<file path="src/rtl/id_exe_reg.sv">
// id_exe_reg: ID/EXE pipeline register with freeze/flush control and saturating stall/flush counters
module id_exe_reg (
   input  logic        clk,
   input  logic        rst,
   input  logic        freeze,
   input  logic        flush,
   input  logic        WB_EN_in,
   input  logic        MEM_R_EN_in,
   input  logic        MEM_W_EN_in,
   input  logic        B_in,
   input  logic        S_in,
   input  logic        imm_in,
   input  logic [3:0]  EXE_CMD_in,
   input  logic [31:0] PC_in,
   input  logic [31:0] Val_Rn_in,
   input  logic [31:0] Val_Rm_in,
   input  logic [11:0] Shift_operand_in,
   input  logic [23:0] Signed_imm_24_in,
   input  logic [3:0]  Dest_in,
   input  logic [3:0]  src1_in,
   input  logic [3:0]  src2_in,
   input  logic [3:0]  SR_in,
   output logic        WB_EN_out,
   output logic        MEM_R_EN_out,
   output logic        MEM_W_EN_out,
   output logic        B_out,
   output logic        S_out,
   output logic        imm_out,
   output logic [3:0]  EXE_CMD_out,
   output logic [31:0] PC_out,
   output logic [31:0] Val_Rn_out,
   output logic [31:0] Val_Rm_out,
   output logic [11:0] Shift_operand_out,
   output logic [23:0] Signed_imm_24_out,
   output logic [3:0]  Dest_out,
   output logic [3:0]  src1_out,
   output logic [3:0]  src2_out,
   output logic [3:0]  SR_out,
   output logic        valid_out,
   output logic [15:0] stall_cnt,
   output logic [15:0] flush_cnt
);
   typedef struct packed {
      logic        wb_en;
      logic        mem_r_en;
      logic        mem_w_en;
      logic        b;
      logic        s;
      logic        imm;
      logic [3:0]  exe_cmd;
      logic [31:0] pc;
      logic [31:0] val_rn;
      logic [31:0] val_rm;
      logic [11:0] shift_operand;
      logic [23:0] signed_imm_24;
      logic [3:0]  dest;
      logic [3:0]  src1;
      logic [3:0]  src2;
      logic [3:0]  sr;
      logic        valid;
   } stage_t;

   stage_t stage_q;
   stage_t stage_in;

   // Bundle the decode-stage fields into one record; a loaded stage is always valid
   always_comb begin
      stage_in = '{wb_en: WB_EN_in, mem_r_en: MEM_R_EN_in, mem_w_en: MEM_W_EN_in, b: B_in, s: S_in,
                   imm: imm_in, exe_cmd: EXE_CMD_in, pc: PC_in, val_rn: Val_Rn_in, val_rm: Val_Rm_in,
                   shift_operand: Shift_operand_in, signed_imm_24: Signed_imm_24_in, dest: Dest_in,
                   src1: src1_in, src2: src2_in, sr: SR_in, valid: 1'b1};
   end

   // Flush inserts an all-zero bubble, freeze holds, otherwise load; reset is a bubble too
   always_ff @(posedge clk or negedge rst) begin
      if (!rst)
         stage_q <= '0;
      else if (flush)
         stage_q <= '0;
      else if (!freeze)
         stage_q <= stage_in;
   end

   // Saturating counters: stalls only count when a real instruction is held and no flush wins
   always_ff @(posedge clk or negedge rst) begin
      if (!rst) begin
         stall_cnt <= '0;
         flush_cnt <= '0;
      end else begin
         if (freeze && !flush && stage_q.valid && stall_cnt != 16'hFFFF)
            stall_cnt <= stall_cnt + 16'd1;
         if (flush && flush_cnt != 16'hFFFF)
            flush_cnt <= flush_cnt + 16'd1;
      end
   end

   assign WB_EN_out         = stage_q.wb_en;
   assign MEM_R_EN_out      = stage_q.mem_r_en;
   assign MEM_W_EN_out      = stage_q.mem_w_en;
   assign B_out             = stage_q.b;
   assign S_out             = stage_q.s;
   assign imm_out           = stage_q.imm;
   assign EXE_CMD_out       = stage_q.exe_cmd;
   assign PC_out            = stage_q.pc;
   assign Val_Rn_out        = stage_q.val_rn;
   assign Val_Rm_out        = stage_q.val_rm;
   assign Shift_operand_out = stage_q.shift_operand;
   assign Signed_imm_24_out = stage_q.signed_imm_24;
   assign Dest_out          = stage_q.dest;
   assign src1_out          = stage_q.src1;
   assign src2_out          = stage_q.src2;
   assign SR_out            = stage_q.sr;
   assign valid_out         = stage_q.valid;
endmodule
</file>
<file path="config.mk">
export PLATFORM = sky130hd
export DESIGN_NAME = id_exe_reg
export DESIGN_NICKNAME = d
export VERILOG_FILES = /design/src/rtl/id_exe_reg.sv
export SDC_FILE = /design/constraint.sdc
export NUM_CORES = 1
export LEC_CHECK = 0
export CORE_AREA = 2 2 136 138
export DETAILED_ROUTE_END_ITERATION = 10
export DIE_AREA = 0 0 138 140
export PLACE_DENSITY = 0.9
export SLEW_MARGIN = 20
export SYNTH_ARGS = -nofsm -noshare
export SYNTH_HDL_FRONTEND = slang
export SYNTH_SLANG_ARGS = --single-unit
</file>
<file path="constraint.sdc">
create_clock -name clk -period 3.1 [get_ports clk]
set_clock_uncertainty 0.2 [all_clocks]
set_input_delay 0.465 -clock clk [delete_from_list [all_inputs] [get_ports clk]]
set_output_delay 0.465 -clock clk [all_outputs]
set_load 0.05 [all_outputs]
</file>
==> metrics <==
outcome complete, no violations; Worst EP arrival roughly 1.8 ns; crit-path cells clkdlybuf4s50_1; slowest stage delay, CP between 0.8 and 0.9 ns; synthesized cell area slightly below 0.008 sq mm; H-tree levels 4; worst skew pair latency between 0.4 and 0.5 ns; grt total ovfl 0; synth warn 0; DRT iter0 DRCs approximately 230; Core Region ~0.018 sq mm; Detailed Routing Iterations Pass 1 4; post-CTS sizing 0; Max rail drop VDD slightly below 600 uV; Area after DPL between 0.01 and 0.015 sq mm; cell total after placement ~1200; Cell Rows 49; IO Port Bufs ~350; flops & latches, synth between 150 and 200; Final period util 0.791; RSZ-0062 raised after global routing no; crit end category primary output; routed len/inst around 19 um; Achievable Freq ~410 MHz; total CTS buffers 17; post-synthesis sequential area ratio 0.609; Clock Path Buffers 2; WP buf/inv 1; # IOs ~350; clock net sink count between 150 and 200; routability cong. 0.832; Crit path required time between 2 and 2.5 ns; worst slew pin tran roughly 0.80 ns; crit-path leading delay family buffers and inverters; Routed Antenna Nets 0; Max Slew Vio Count 0; total negative slack 0 ns; CTS tree done; WHS Endpoint flush_cnt[8]; # diodes 0; Post-Syn Nets around 820; final number of hold-violating endpoints 0; Layout Cells excl Fill around 1200; die area 0.0193 sq mm; post-synthesis cell type count 29; Design Power around 7.0 mW; via density per instance ~5.1; Nets 1160; initial antenna violation count 1; R2R Path Start flush_cnt[0]; maximum fanout along the worst path 7; Slowest cell on crit path clkdlybuf4s50_1; final instance area ~0.012 sq mm; hpwl dp 16300 um; Die X-Extent 138 um; Period minus WS final between 2 and 2.5 ns; worst r2r dst flush_cnt[1]; final WL between 20000 and 25000 um; Worst Setup Slack, final approximately 0.65 ns; layout cells sized above 1 0.0447; vias around 6300; Avg Inst Size Synth between 10 and 15 sq um; Synth async-reset ratio 1.00; Main synth FF type dfrtp_1; largest net degree at the start of global routing between 150 and 200; pre-CTS setup slack roughly 1 ns; worst hold path type in2reg; Leak Pwr ~5.7 nW; Tot GR Track Use 0.240; Initial Util 0.441; WHS Path Cells 3; Clk pin slew, worst setup/hold paths about 0.070 ns; DRC viols 0; number of global-route vias before repair approximately 6600; hold_sp flush; Max transition margin 0.467; Worst R2R Setup Slack between 0.9 and 1 ns; Worst Hold Slack approximately 0.21 ns; FF-to-FF path depth 5; Die Y around 140 um; global-route wire length before repair 36400 um; Startpoint Class register; Area Overhead vs Synth 56.2%; clk root buf clkbuf_16; Setup CP Type reg2out; Syn Inst Count roughly 660; Post-synth EDFFs 0; setup violators final 0; Power Density between 500 and 600 mW/mm^2; total of max-cap violations 0; Util after Layout 0.690
==> final cells by class <==
cell class	instances	area, sq um
clock buffer	18	439
inverter	2	7.51
fill	1270	5520
tap	229	287
multi-input combinational	426	2900
sequential	191	4780
timing repair buffer	358	3640
clock inverter	12	205
==> worst max path at each step <==
stage,to,slack [ns],cells after the start,start
finish,stall_cnt[4],0.65,1,stall_cnt[4]
global route,stall_cnt[4],0.62,1,stall_cnt[4]
CTS,stall_cnt[4],0.65,1,stall_cnt[4]
detailed placement,flush_cnt[1],0.97,5,flush_cnt[0]
global placement,flush_cnt[1],1.08,5,flush_cnt[0]
floorplan,flush_cnt[1],0.79,5,flush_cnt[0]
==> state kept, by name, indices dropped and copies added, names as in the netlist <==
register / count
Val_Rm_out: 32
src1_out: 4
Signed_imm_24_out: 24
MEM_R_EN_out: 1
imm_out: 1
Shift_operand_out: 12
valid_out: 1
B_out: 1
Val_Rn_out: 32
Dest_out: 4
PC_out: 32
S_out: 1
stall_cnt: 16
WB_EN_out: 1
flush_cnt: 16
MEM_W_EN_out: 1
SR_out: 4
src2_out: 4
EXE_CMD_out: 4
==> where the power goes <==
| group | switching [mW] | internal (mW) |
|---|---|---|
| logic | 1.09 | 0.683 |
| clock network | 0.970 | 1.45 |
| registers | 0.171 | 2.68 |
| total | 2.23 | 4.81 |
==> layout by cell type, fill, tap and decap left out, drive strengths merged, types with 2 or more instances in the layout <==
master	count
clkdlybuf4s50	349
dfrtp	191
nor2	169
mux2i	158
clkbuf	20
nand2	18
xnor2	14
xor2	13
nand3	12
nand4	10
buf	6
inv	6
and3	5
a21oi	5
bufinv	5
nor3	5
mux2	3
and2	2
a2111o	2
ha	2
clkinvlp	2
and4	2
==> logic make-up after synthesis <==
group | after synthesis | synth area share
mux | 161 | 0.206
compound gates | 8 | 0.00877
buf+inv | 38 | 0.0210
flops | 191 | 0.609
simple gates | 228 | 0.122
xor+xnor | 27 | 0.0301
fa+ha+maj | 2 | 0.00319
==> metal layers <==
| layer | track usage | vias to the layer above | routed length, um |
|---|---|---|---|
| met5 | 0 | - | 13 |
| met3 | 0.0609 | 64 | 1140 |
| met1 | 0.279 | 3105 | 8920 |
| li1 | - | 2875 | - |
| met4 | 0.116 | 2 | 934 |
| met2 | 0.418 | 217 | 12200 |
==> what timing repair did <==
item / in CTS / in global routing
hold buffers: 1 / 0
buffers inserted: 0 / 0
hold endpoints to repair: 77 / 0
==> tightest hold or removal path: cells and delay by family <==
kind | cells | cell delay, ns
buffers and inverters | 1 | 0.16
and+or+nand+nor | 1 | 0.10
AOI/OAI and AO/OA | 1 | 0.07
==> synthesized netlist by cell type (all sizes together) (2+ instances only) <==
| library cell | n | area (sq um) |
|---|---|---|
| inv | 2 | 7.51 |
| dfrtp | 191 | 4780 |
| and4 | 2 | 20.0 |
| clkbuf | 13 | 48.8 |
| nand3 | 12 | 65.1 |
| nor3 | 5 | 30.0 |
| and2 | 2 | 12.5 |
| nand2 | 18 | 67.6 |
| ha | 2 | 25.0 |
| and3 | 5 | 31.3 |
| buf | 23 | 109 |
| nand4 | 10 | 62.6 |
| a2111o | 2 | 22.5 |
| nor2 | 169 | 634 |
| a21oi | 5 | 25.0 |
| mux2i | 158 | 1580 |
| mux2 | 3 | 33.8 |
| xor2 | 13 | 114 |
| xnor2 | 14 | 123 |
Power figures use the tool's default switching activity.
==> RTL change: new RTL, same settings <==
Make the reset (`rst`) synchronous in 2 clocked blocks.
--- a/src/rtl/id_exe_reg.sv
+++ b/src/rtl/id_exe_reg.sv
@@ -73,5 +73,5 @@
 
    // Flush inserts an all-zero bubble, freeze holds, otherwise load; reset is a bubble too
-   always_ff @(posedge clk or negedge rst) begin
+   always_ff @(posedge clk) begin
       if (!rst)
          stage_q <= '0;
@@ -83,5 +83,5 @@
 
    // Saturating counters: stalls only count when a real instruction is held and no flush wins
-   always_ff @(posedge clk or negedge rst) begin
+   always_ff @(posedge clk) begin
       if (!rst) begin
          stall_cnt <= '0;
Formal check against the unedited RTL: differs if rst is asserted again (counterexample within 4 cycles, from zero or initial values and one cycle with rst low); with rst held inactive, the same outputs for 4 cycles.
==> RTL change against the unedited design <==
- hold slack better by 0.077 ns
- sequential cell count unchanged
- highest routed layer is now met4
- routed wire length down 9.2%
- setup slack better by 0.014 ns
- final area down 6.8%
- sequential share of layout area down 5.5 points
- critical path type unchanged
- area after synthesis down 9.0%
Power is not compared: it rests on default switching activity, and its combinational part moved more than twofold at a synthesized area within 25%.
==> RTL change: results (changes against the unedited design) <==
* DRT iter0 DRCs at 363 (was 233)
* Initial antenna violation count at 0 (was 1)
* Synth area leaders: dfxtp_1 54%, mux2i_1 23%, nor2_1 8.7%, and2_1 1.8%, clkbuf_1 1.7% (was dfrtp_1 61%, mux2i_1 20%, nor2_1 8.1%, xnor2_1 1.6%, xor2_1 1.5%)
* Clk root buf: clkbuf_16 (unchanged)
* Status: complete, no violations (unchanged)
* H-tree Lvls at 4 (unchanged)
* Mux contribution to synthesized area at 0.229 (was 0.206)
* IO buf count at 352 (unchanged)
* Global-route wire length before repair at 33,000 um (was 36,400 um)
* HPWL Detailed at 15,600 um (was 16,300 um)
* Worst-margin pin slew at 0.733 ns (was 0.800 ns)
* Post-Route WL at 21,100 um (was 23,200 um)
* Routability cong. at 0.851 (was 0.832)
* WP data arrival at 1.77 ns (was 1.79 ns)
* Setup violators final at 0 (unchanged)
* Post-DP Area at 0.0109 sq mm (was 0.0116 sq mm)
* Via count at 6,233 (was 6,263)
* Post-synthesis sequential area ratio at 0.536 (was 0.609)
* Adder-Cell Fraction of Synth Area at 0.00351 (was 0.00319)
* Final net count at 1,198 (was 1,160)
* Yosys cell types at 40 (was 29)
* Drt first pass iters at 5 (was 4)
* Synth Area in XOR/XNOR at 0.0221 (was 0.0301)
* Delay-heaviest family, CP: buffers and inverters (unchanged)
* Post-synth ARST share at 0 (was 1.00)
* Non-filler cells, final at 1,275 (was 1,236)
* Internal at 3.99 mW
* CP Max Fanout at 7 (unchanged)
* Largest family of logic cells by synthesized area: multiplexers (unchanged)
* Largest net degree at the start of global routing at 101 (was 161)
* Share of cells above drive strength 1 at 0.0430 (was 0.0447)
* Syn Nets at 862 (was 819)
* Clock buffer depth at 2 (unchanged)
* Synth cell count leaders: 191 x dfxtp_1, 165 x nor2_1, 163 x mux2i_1, 33 x clkbuf_1, 21 x and2_1 (was 191 x dfrtp_1, 169 x nor2_1, 158 x mux2i_1, 18 x buf_2, 18 x nand2_1)
* Syn Inst Count at 698 (was 655)
* Most used flip-flop cell after synthesis: dfxtp_1 (was dfrtp_1)
* Worst r2r path cells at 6 (was 5)
* Vias in the first global route at 6,329 (was 6,623)
* Clock Pin Slew Worst Setup and Hold Paths at 0.07 ns (about the same)
* All-Layer GR Usage at 0.212 (was 0.240)
* Compound-Gate Fraction of Synth Area at 0.0223 (was 0.00877)
* Cts hold-fix bufs at 0 (was 1)
* Synth warn at 0 (unchanged)
* Pre-CTS setup slack at 0.400 ns (was 0.972 ns)
* WHS Path Cells at 3 (unchanged)
* Maximum vdd drop at 0.000361 V
[RTL change: changes by cell type in the layout (fill, tap and decap cells not counted), sizes merged, moves of 4 or more]
| cell | unedited run | this run |
|---|---|---|
| a31oi | 0 | 4 |
| and2 | 2 | 21 |
| bufinv | 5 | 0 |
| clkinv | 1 | 6 |
| dfrtp | 191 | 0 |
| dfxtp | 0 | 191 |
| inv | 6 | 12 |
| mux2i | 158 | 163 |
| nand2b | 1 | 5 |
| nor2 | 169 | 165 |
| nor4 | 1 | 5 |
| o21ai | 0 | 8 |
| xnor2 | 14 | 9 |
| xor2 | 13 | 9 |
[RTL change: worst reg2reg max path, stage by stage (launching register included)]
cell and delay, ns:
dfxtp_1 0.42, ha_1 0.20, nand3_1 0.15, nor3_1 0.51
a211o_1 0.34, xnor2_1 0.13, and2_1 0.18
[RTL change: cell families (layout without fill, tap and decap cells)]
logic type,Yosys count,in the layout
fa+ha+maj,2,2
compound gates,23,23
mux,163,163
flops,191,191
xor+xnor,18,18
buf+inv,45,393
simple gates,256,256
[RTL change: routing by layer]
metal  share of wire  up-vias  global-route usage  routed length, um
li1                -     3028                   -                  -
met5               0        -                   0                  0
met2            0.51      275               0.388              10800
met4           0.022        0              0.0747                472
met3           0.086       32              0.0756               1810
met1            0.38     2898               0.226               7980
[RTL change: cell type report]
type                    instances  area (sq um)
clock buffers                  17           425
clock inverters                14           125
fillers                      1368          6350
inverters                       4          15.0
multi-input cells             462          3140
flip-flops and latches        191          3820
well taps                     229           287
repair buffers                358          3610
[RTL change: path summary, 6_finish.rpt]
path | startpoint | endpoint | slack, ns
hold reg to reg | Signed_imm_24_out[20]$_SDFFE_PP0N_ | Signed_imm_24_out[20]$_SDFFE_PP0N_ | 0.29
hold / removal | freeze | PC_out[1]$_SDFFE_PP0N_ | 0.29
setup / recovery | flush_cnt[8]$_SDFFE_PN0P_ | flush_cnt[8] | 0.66
setup reg to reg | stall_cnt[0]$_SDFFE_PN0P_ | stall_cnt[7]$_SDFFE_PN0P_ | 0.86
[RTL change: power groups by stage]
stage          logic (mW)  clock network (mW)  registers [mW]
3_5_place_dp        0.875                   0            2.62
4_1_cts             0.878                2.13            2.56
5_1_grt             0.917                2.24            2.57
6_report            0.873                2.09            2.56
2_1_floorplan       0.229                   0            2.86
3_3_place_gp        0.860                   0            2.61
